--- config.mk ---
export PLATFORM = sky130hd
export DESIGN_NAME = core_wb_arbiter
export DESIGN_NICKNAME = d
export VERILOG_FILES = /design/src/rtl/core_wb_arbiter_pkg.sv /design/src/rtl/core_wb_arbiter_scoreboard.sv /design/src/rtl/core_wb_arbiter.sv
export SDC_FILE = /design/constraint.sdc
export NUM_CORES = 1
export LEC_CHECK = 0
export ABC_CLOCK_PERIOD_IN_PS = 4000
export CORE_MARGIN = 3
export CORE_UTILIZATION = 25
export DETAILED_ROUTE_END_ITERATION = 16
export GPL_TIMING_DRIVEN = 0
export HOLD_SLACK_MARGIN = 0.08
export SLEW_MARGIN = 20
export SYNTH_ARGS = -nofsm -noshare
export SYNTH_HDL_FRONTEND = slang
export SYNTH_HIERARCHICAL = 1
export SYNTH_SLANG_ARGS = --single-unit
--- constraint.sdc ---
create_clock -name clk -period 4 [get_ports clk]
set_input_delay 0.8 -clock clk [delete_from_list [all_inputs] [get_ports clk]]
set_output_delay 0.8 -clock clk [all_outputs]
set_load 0.01 [all_outputs]
--- src/rtl/core_wb_arbiter_pkg.sv ---
// Shared core definitions for the integer write-back path.
//   XLEN   : integer data width
//   NREG   : number of architectural registers (x0 hard-wired to zero)
//   REG_W  : register address width
//   REG_X0 : address of the zero register
//   wb_src_e : which source currently owns the register-file write port
//   reg_hit  : nonzero address equality, used by every hazard compare
package core_wb_arbiter_pkg;

  localparam int XLEN  = 32;
  localparam int NREG  = 32;
  localparam int REG_W = 5;

  localparam logic [REG_W-1:0] REG_X0 = 5'd0;

  typedef enum logic [1:0] {
    SRC_NONE,
    SRC_LSU,
    SRC_SKID,
    SRC_ALU
  } wb_src_e;

  // x0 never participates in a dependency, so a zero operand never matches.
  function automatic logic reg_hit(input logic [REG_W-1:0] a,
                                   input logic [REG_W-1:0] b);
    return (a != REG_X0) && (a == b);
  endfunction

endpackage

--- src/rtl/core_wb_arbiter_scoreboard.sv ---
// Load scoreboard: one pending bit per architectural register, set when a
// load issues and cleared when its data returns, plus the decode hazard
// compare against the three decode operands.
//   clk, rstn        : clock, asynchronous active-low reset
//   set_en, set_rd   : load issued this cycle and its destination
//   clr_en, clr_rd   : load returned this cycle and its destination
//   rs1, rs2, rd     : decode-stage operands
//   hazard           : some nonzero operand names a pending register
//   any_pending      : at least one load outstanding
module core_wb_arbiter_scoreboard
  import core_wb_arbiter_pkg::*;
(
  input  logic             clk,
  input  logic             rstn,
  input  logic             set_en,
  input  logic [REG_W-1:0] set_rd,
  input  logic             clr_en,
  input  logic [REG_W-1:0] clr_rd,
  input  logic [REG_W-1:0] rs1,
  input  logic [REG_W-1:0] rs2,
  input  logic [REG_W-1:0] rd,
  output logic             hazard,
  output logic             any_pending
);

  logic [NREG-1:0] pending;
  logic [NREG-1:0] pending_nxt;

  function automatic logic pend_hit(input logic [NREG-1:0] vec,
                                    input logic [REG_W-1:0] a);
    return (a != REG_X0) && vec[a];
  endfunction

  // Clear is applied before set so a same-cycle set/clear of one register
  // leaves it pending: the newly issued load still owes a write.
  always_comb begin
    pending_nxt = pending;
    if (clr_en) pending_nxt[clr_rd] = 1'b0;
    if (set_en && (set_rd != REG_X0)) pending_nxt[set_rd] = 1'b1;
    pending_nxt[REG_X0] = 1'b0;
  end

  always_ff @(posedge clk or negedge rstn) begin
    if (!rstn) pending <= '0;
    else       pending <= pending_nxt;
  end

  assign hazard      = pend_hit(pending, rs1) | pend_hit(pending, rs2) |
                       pend_hit(pending, rd);
  assign any_pending = |pending;

endmodule

--- src/rtl/core_wb_arbiter.sv ---
// Write-back arbiter for the integer register file. Merges ALU results and
// out-of-order load returns onto the single write port, buffering a colliding
// ALU result in a one-entry skid register, and raises the decode stall for
// hazards against outstanding loads or the buffered ALU write.
//   clk, rstn                         : clock, asynchronous active-low reset
//   alu_valid/alu_ready/alu_rd_*      : ALU write-back request and handshake
//   lsu_valid/lsu_rd_*                : load return, always accepted
//   ld_issue/ld_issue_rd              : load issue pulse and destination
//   dec_rs1_addr/dec_rs2_addr/dec_rd_addr : decode operands
//   dec_stall                         : decode must hold
//   wreg/rd_addr/rd_data              : register-file write port
//   busy                              : load pending or skid occupied
module core_wb_arbiter
  import core_wb_arbiter_pkg::*;
#(
  parameter int DATA_W = XLEN
) (
  input  logic              clk,
  input  logic              rstn,
  input  logic              alu_valid,
  output logic              alu_ready,
  input  logic [REG_W-1:0]  alu_rd_addr,
  input  logic [DATA_W-1:0] alu_rd_data,
  input  logic              lsu_valid,
  input  logic [REG_W-1:0]  lsu_rd_addr,
  input  logic [DATA_W-1:0] lsu_rd_data,
  input  logic              ld_issue,
  input  logic [REG_W-1:0]  ld_issue_rd,
  input  logic [REG_W-1:0]  dec_rs1_addr,
  input  logic [REG_W-1:0]  dec_rs2_addr,
  input  logic [REG_W-1:0]  dec_rd_addr,
  output logic              dec_stall,
  output logic              wreg,
  output logic [REG_W-1:0]  rd_addr,
  output logic [DATA_W-1:0] rd_data,
  output logic              busy
);

  logic              skid_valid;
  logic [REG_W-1:0]  skid_rd;
  logic [DATA_W-1:0] skid_data;

  logic              alu_acc;
  logic              collide;
  wb_src_e           src;
  logic [REG_W-1:0]  sel_rd;
  logic [DATA_W-1:0] sel_data;
  logic              sb_hazard;
  logic              sb_pending;
  logic              skid_hazard;

  // An occupied skid blocks the ALU, so the ALU loses one cycle per collision.
  assign alu_ready = !skid_valid;
  assign alu_acc   = alu_valid && alu_ready;
  assign collide   = lsu_valid && alu_acc;

  always_comb begin
    src = SRC_NONE;
    if (lsu_valid)       src = SRC_LSU;
    else if (skid_valid) src = SRC_SKID;
    else if (alu_acc)    src = SRC_ALU;
  end

  always_comb begin
    sel_rd   = REG_X0;
    sel_data = '0;
    unique case (src)
      SRC_LSU:  begin sel_rd = lsu_rd_addr; sel_data = lsu_rd_data; end
      SRC_SKID: begin sel_rd = skid_rd;     sel_data = skid_data;   end
      SRC_ALU:  begin sel_rd = alu_rd_addr; sel_data = alu_rd_data; end
      SRC_NONE: begin sel_rd = REG_X0;      sel_data = '0;          end
    endcase
  end

  // Writes to x0 are dropped, and the address/data buses are held at zero
  // whenever nothing is written.
  assign wreg    = (src != SRC_NONE) && (sel_rd != REG_X0);
  assign rd_addr = wreg ? sel_rd   : REG_X0;
  assign rd_data = wreg ? sel_data : '0;

  // Skid occupancy: filled on collision, drained on the first cycle without
  // a load return. Reset discards any buffered write.
  always_ff @(posedge clk or negedge rstn) begin
    if (!rstn)           skid_valid <= 1'b0;
    else if (collide)    skid_valid <= 1'b1;
    else if (!lsu_valid) skid_valid <= 1'b0;
  end

  // Skid payload is only meaningful while skid_valid is set.
  always_ff @(posedge clk) begin
    if (collide) begin
      skid_rd   <= alu_rd_addr;
      skid_data <= alu_rd_data;
    end
  end

  core_wb_arbiter_scoreboard u_sb (
    .clk         (clk),
    .rstn        (rstn),
    .set_en      (ld_issue),
    .set_rd      (ld_issue_rd),
    .clr_en      (lsu_valid),
    .clr_rd      (lsu_rd_addr),
    .rs1         (dec_rs1_addr),
    .rs2         (dec_rs2_addr),
    .rd          (dec_rd_addr),
    .hazard      (sb_hazard),
    .any_pending (sb_pending)
  );

  assign skid_hazard = skid_valid && (reg_hit(dec_rs1_addr, skid_rd) ||
                                      reg_hit(dec_rs2_addr, skid_rd) ||
                                      reg_hit(dec_rd_addr,  skid_rd));

  assign dec_stall = sb_hazard || skid_hazard;
  assign busy      = sb_pending || skid_valid;

endmodule

# Yosys cells after proc, flatten, opt, wreduce, memory -nomap -nowiden
# Cells that the tools add are included.
op_classes:
  magnitude_cmp: 7
  n_eq_ne: 7
  mux: 21
  n_bitwise: 5
  n_reduce_logical: 26
op_table:
  columns: ["op", "count"]
  rows:
  - ["case mux 32 bit (4 select lines)", 1]
  - ["2-to-1 mux 32 bit", 3]
  - ["bitwise AND 32 bit", 1]
  - ["inverter 32 bit", 1]
  - ["OR 32 bit", 1]
  - ["OR reduction 31 bit", 1]
  - ["< comparator 5 x 6 -> 1 bit (second input constant)", 5]
  - ["nonzero test 5 bit", 5]
  - ["case mux 5 bit (4 select lines)", 1]
  - ["binary-select mux 1 bit (select 5 bit)", 3]
  - ["equality test 5 bit", 3]
  - ["logical AND 1 bit", 13]
  - ["demux 1 bit (select 5 bit)", 2]
  - [">= comparator 5 x 1 -> 1 bit (second input constant)", 2]
  - ["2-to-1 mux 1 bit", 7]
  - ["2-to-1 mux 2 bit", 3]
  - ["2-to-1 mux 5 bit", 1]
  - ["equality test 2 bit (second input constant)", 2]
  - ["logical OR 1 bit", 4]
  - ["equality test 2 x 1 -> 1 bit (second input constant)", 1]
  - ["logical NOT 2 bit", 1]
  - ["!= test 2 x 1 -> 1 bit (second input constant)", 1]
  - ["OR 1 bit", 2]
  - ["nonzero test 2 bit", 1]
  - ["logical NOT 1 bit", 1]
word_totals:
  ff_bits: 69
  in_bits: 99
  out_inout_bits: 41
  elab_cells: 70

# Longest topological paths before layout
logic_depth:
  word_depth: 10
  mapped_depth: 8
  mapped_depth_nobuf: 7

# Hierarchy
# Netlist, hierarchy kept.
modules_own_cells:
  columns: ["module", "n_inst", "cells_each", "area_per_inst_um2", "seq_area_each_um2"]
  rows:
  - ["core_wb_arbiter", 1, 217, 2581.2, 1136.1]
  - ["core_wb_arbiter_scoreboard", 1, 228, 2249.7, 775.7]

# Worst setup path before layout
# Ideal clock, no wire load.
synth_timing:
  path_type: "input to output"
  start: "in dec_rd_addr[0]"
  end: "out dec_stall"
  arrival_time_ns: 2.773
  required_time_ns: 3.200
  path_slack_ns: 0.427
  cell_stages: 8
  n_path_buf: 1
  cell_sequence: "clkbuf_1 > mux4_2 > nand4b_1 > nand4_1 > or4_1 > or4_1 > inv_1 > o221ai_1"
synth_between:
  elab_chain_len: 5
  elab_cells_between_ends: 10
  cone_classes: "1 x eq/ne; 2 x mux; 1 x bitwise; 6 x reduce/logical"
synth_lines:
  columns: ["element", "line_no", "source"]
  rows:
  - ["start: declaration", "core_wb_arbiter.sv:31", "input logic [REG_W-1:0] dec_rd_addr,"]
  - ["binary-select mux 1 bit (select 5 bit)", "core_wb_arbiter_scoreboard.sv:31", "return (a != REG_X0) && vec[a];"]
  - ["2-to-1 mux 1 bit (not written as such)", "core_wb_arbiter_scoreboard.sv:31", null]
  - ["logical AND 1 bit (*)", "core_wb_arbiter_scoreboard.sv:31", null]
  - ["OR 1 bit (*)", "core_wb_arbiter_scoreboard.sv:48", "assign hazard = pend_hit(pending, rs1) | pend_hit(pending, rs2) |"]
  - ["named net sb_hazard", "core_wb_arbiter.sv:48", "logic sb_hazard;"]
  - ["logical OR 1 bit (*)", "core_wb_arbiter.sv:115", "assign dec_stall = sb_hazard || skid_hazard;"]
  - ["end: declaration", "core_wb_arbiter.sv:32", "output logic dec_stall,"]
# Mark *: on every way through the listed nets, which the timed path passes. The rest lies on a longest branch. The select of a mux whose other input is x is not followed.

# Worst setup path in the final report
layout_timing:
  start: "in alu_valid"
  end: "out rd_data[25]"
layout_between:
  elab_chain_len: 9
  elab_cells_between_ends: 14
  cone_classes: "3 x eq/ne; 6 x mux; 5 x reduce/logical"
layout_lines:
  columns: ["element", "line_no", "source"]
  rows:
  - ["start: declaration", "core_wb_arbiter.sv:20", "input logic alu_valid,"]
  - ["logical AND 1 bit (*)", "core_wb_arbiter.sv:54", "assign alu_acc = alu_valid && alu_ready;"]
  - ["2-to-1 mux 2 bit (*)", "core_wb_arbiter.sv:61", "else if (alu_acc) src = SRC_ALU;"]
  - ["2-to-1 mux 2 bit (*)", "core_wb_arbiter.sv:60", "else if (skid_valid) src = SRC_SKID;"]
  - ["2-to-1 mux 2 bit (*)", "core_wb_arbiter.sv:59", "if (lsu_valid) src = SRC_LSU;"]
  - ["equality test 2 bit (tied with other cells)", "core_wb_arbiter.sv:67", "unique case (src)"]
  - ["case mux 5 bit (4 select lines)", "core_wb_arbiter.sv:67", null]
  - ["nonzero test 5 bit", "core_wb_arbiter.sv:77", "assign wreg = (src != SRC_NONE) && (sel_rd != REG_X0);"]
  - ["logical AND 1 bit", "core_wb_arbiter.sv:77", null]
  - ["2-to-1 mux 32 bit (*)", "core_wb_arbiter.sv:79", "assign rd_data = wreg ? sel_data : '0;"]
  - ["end: declaration", "core_wb_arbiter.sv:35", "output logic [DATA_W-1:0] rd_data,"]
# Mark *: on every way between the ends. The rest lies on a longest branch, timed or not.

==> results.md <==
| Item | Value | Unit |
|:---|:---|:---|
| Outcome | finished clean | - |
| Share of layout cells above drive strength 1 | 19.37 | % |
| Worst setup path category | input port to primary output | - |
| Switching Share | 28.38 | % |
| # port buffers | 139 | - |
| Detailed-routed wire length on met2 | 8804 | um |
| Number of cell instances on the worst register-to-register path | 6 | - |
| Switching power of the nets | 0.7498 | mW |
| Required time of the critical path | 3.20 | ns |
| Avg Synthesized Cell Area | 10.86 | sq um |
| Area of the mapped netlist | 4831 | sq um |
| Area of the die | 21030 | sq um |
| Wire per inst | 19.57 | um |
| Final GP Congestion | 0.8931 | - |
| Vias in the first global route | 4848 | - |
| Overall Global Routing Usage | 15.82 | % |
| H-tree depth reported by CTS | 3 | - |
| Arrival @ worst endpoint | 3.11 | ns |
| Share of synthesized flip-flops with an asynchronous set or reset | 46.38 | % |
| Peak ir drop on the vdd network | 0.0002238 | V |
| Cell variety after synth | 56 | - |
| Clock tree root driver cell | sky130_fd_sc_hd__clkbuf_16 | - |
| PwrDens | 376.6 | nW/um^2 |
| Inserted Clock Buffers | 9 | - |
| DRC Markers | 0 | - |
| Global-route wire length before repair | 26940 | um |
| Area of the multi-input gates | 2552 | sq um |
| Die Height | 145.0 | um |
| Layout overhead on the synthesized area | 45.20 | % |
| Number of antenna violations at the first check in global routing | 0 | - |
| Capturing element type of the critical path | primary output | - |
| Static leakage | 2.657 | nW |
| Starting utilization of the core area | 25.65 | % |
| Combinational power share | 26.4 | % |
| Most used standard cell by instance count after synthesis | sky130_fd_sc_hd__o21ai_0 | - |
| Slew Limit Fails | 0 | - |
| Minimum clock period | 3.907 | ns |
| Pin count of the biggest net entering global routing | 33 | - |
| DR pass1 iterations | 4 | - |
| Boundary pin count | 140 | - |
| Fraction of synthesized cell area taken by the top area cell type | 23.00 | % |
| Core outline area | 18830 | sq um |
| Uppermost layer routed | met4 | - |
| Sequential cell area | 1912 | sq um |
| Final number of hold-violating endpoints | 0 | - |
| Clock insertion delay at the later pin of the skew report | 0.34 | ns |
| Max Fanout on Critical Path | 10 | - |
| Most common flop cell mapped by yosys | sky130_fd_sc_hd__edfxtp_1 | - |
| Final worst clock skew | 0.003746 | ns |
| Vias after detailed routing | 4614 | - |
| M1 wire length | 6963 | um |
| Overall power | 2.642 | mW |
| Final #Nets | 698 | - |
| Maximum clock frequency | 255.9 | MHz |
| Final cycle utilization of the critical path | 97.69 | % |
| Count of filler cells inserted in the layout | 1825 | - |
| EDFF count, synth | 37 | - |
| Final setup vio count | 0 | - |
| ANT nets after route | 0 | - |
| Remaining max-slew budget at the tightest pin | 53.17 | % |
| Seq/Total Area, Yosys | 39.58 | % |
| YS warnings | 6 | - |
| Placement Rows | 50 | - |
| Post-synth top cells | sky130_fd_sc_hd__o21ai_0 (66), sky130_fd_sc_hd__inv_1 (42), sky130_fd_sc_hd__edfxtp_1 (37) | - |
| Overflow left after global routing | 0 | - |
| Number of hold-repair buffers added at the cts stage | 0 | - |
| Iteration-0 DRC count of the detailed router | 379 | - |
| Startpoint of the worst register-to-register path | skid_valid | - |
| Capturing point of the worst reg2reg path | skid_data[3] | - |
| Total detailed-routing wirelength | 16930 | um |
| Post-DR vias/cell | 5.334 | - |
| Startpoint class of the critical path | input port | - |
| Final design area excluding fillers | 7014 | sq um |
| Post-Synthesis Cells | 445 | - |
| Cell taking the most area after synthesis | sky130_fd_sc_hd__edfxtp_1 | - |
| Placed cell areas | 6564 | sq um |
| Die outline width | 145.0 | um |
| Cell Int Power | 1.892 | mW |
| Clock-pin slew of the registers on the worst-case setup and hold paths | 0.05 | ns |
| Clock Power Share | 37.0 | % |
| Number of buffers on the longest clock path | 2 | - |
| Total half-perimeter wirelength after legalization and detailed placement | 12610 | um |
| Sequential group share of total power | 36.6 | % |
| Total of flip-flops plus latches after synthesis | 69 | - |
| CTS tree | done | - |
| Detail Route met3 WL | 783 | um |
| Worst setup slack for register-to-register paths | 2.04 | ns |
| Top cells by area, synth | sky130_fd_sc_hd__edfxtp_1 (23%), sky130_fd_sc_hd__dfrtp_1 (17%), sky130_fd_sc_hd__a221oi_2 (9.0%) | - |
| RSZ-0062 raised after global routing | no | - |
| Net count after synthesis | 544 | - |
| Sink Count | 69 | - |
| Number of max-cap violations | 0 | - |
| Class of the tightest hold or removal check | input port to asynchronous set/reset pin | - |
| Worst slew pin tran | 0.7024 | ns |
| Worst hold-check slack | 0.5161 | ns |
==> power by group through the flow <==
stage / clock [mW] / sequential [mW] / combinational (mW)
after floorplan: 0 / 0.917 / 0.394
after global routing: 1.02 / 0.978 / 0.758
after CTS: 0.996 / 0.958 / 0.692
after detailed placement: 0 / 0.971 / 0.688
after global placement: 0 / 0.964 / 0.672
final: 0.978 / 0.966 / 0.698
==> kinds of logic (layout without fill, tap and decap cells) <==
kind of cell	after synthesis	after routing	synth area share, %
AOI/OAI and AO/OA	163	163	27.74
xor gates and xnor gates	12	12	2.176
and+or+nand+nor	96	96	12.56
buffers and inverters	78	237	7.874
DFF	69	69	39.58
other	0	1	0
muxes	27	27	10.07
==> worst max path at each step <==
| stage | start | slack, ns | endpoint | depth (start not counted) |
|---|---|---|---|---|
| after floorplan | dec_rd_addr[0] | 0.43 | dec_stall | 8 |
| after global placement | dec_rs2_addr[2] | -0.81 | dec_stall | 10 |
| after CTS | dec_rs1_addr[0] | 0.01 | dec_stall | 10 |
| after detailed placement | dec_rd_addr[0] | -0.86 | dec_stall | 10 |
| final | alu_valid | 0.09 | rd_data[25] | 8 |
| after global routing | alu_valid | 0.0008 | rd_data[25] | 8 |
==> metrics by stage <==
step           instances  utilization, %  setup WS (ns)  TNS [ns]
2_1_floorplan        445               -         0.4273         0
3_3_place_gp         844           34.77        -0.8148   -0.8148
3_5_place_dp         845           34.86        -0.8581   -0.8581
4_1_cts              861           36.95        0.01349         0
5_1_grt              864           37.24      0.0008331         0
6_report             865           37.25        0.09258         0
==> sequential cells by signal, summed over array words and instances (netlist names) <==
signal	cells
skid_data	32
u_sb/pending	31
skid_rd	5
skid_valid	1
==> final cells by class <==
type	count	share of cell area (%)
Antenna cell	1	0.03568
Tap cell	260	4.638
Timing Repair Buffer	145	20.55
Clock buffer	10	3.264
Sequential cell	69	27.26
Buffer	33	3.657
Multi-Input combinational cell	298	36.39
Clock inverter	6	1.909
Inverter	43	2.301
==> cell usage in the layout (no fill, tap or decap), drive strengths merged, types with 5 or more instances in the layout <==
cell type      instances
nand3b                15
mux4                  15
nor2b                  9
dfrtp                 32
nand2                 10
buf                   28
clkbuf                28
mux2i                  7
nand3                  8
nor4                  13
dlymetal6s2s           8
edfxtp                37
a221oi                64
mux2                   5
nand4                  6
nor2                   9
xor2                  11
a21oi                 13
inv                   44
clkdlybuf4s50        120
o21ai                 67
==> critical path, cell delays in order <==
cell	delay, ns
sky130_fd_sc_hd__clkdlybuf4s50_1	0.56
sky130_fd_sc_hd__nor2b_1	0.16
sky130_fd_sc_hd__buf_2	0.20
sky130_fd_sc_hd__a221o_1	0.18
sky130_fd_sc_hd__o21ai_2	0.14
sky130_fd_sc_hd__buf_6	0.21
sky130_fd_sc_hd__a221oi_2	0.24
sky130_fd_sc_hd__clkdlybuf4s50_1	0.60
==> layer usage <==
metal  vias to the layer above  global-route usage (%)
met2                       186                   27.56
li1                       2105                       -
met3                        30                   2.186
met1                      2293                   19.86
met5                         -                       0
met4                         0                   6.176
==> repair_timing <==
action	in CTS	in global routing
gates resized for setup	33	37
pin swaps	0	2
setup buffers	2	3
endpoints found under the setup margin	2	31
(Power assumes the default switching activity.)
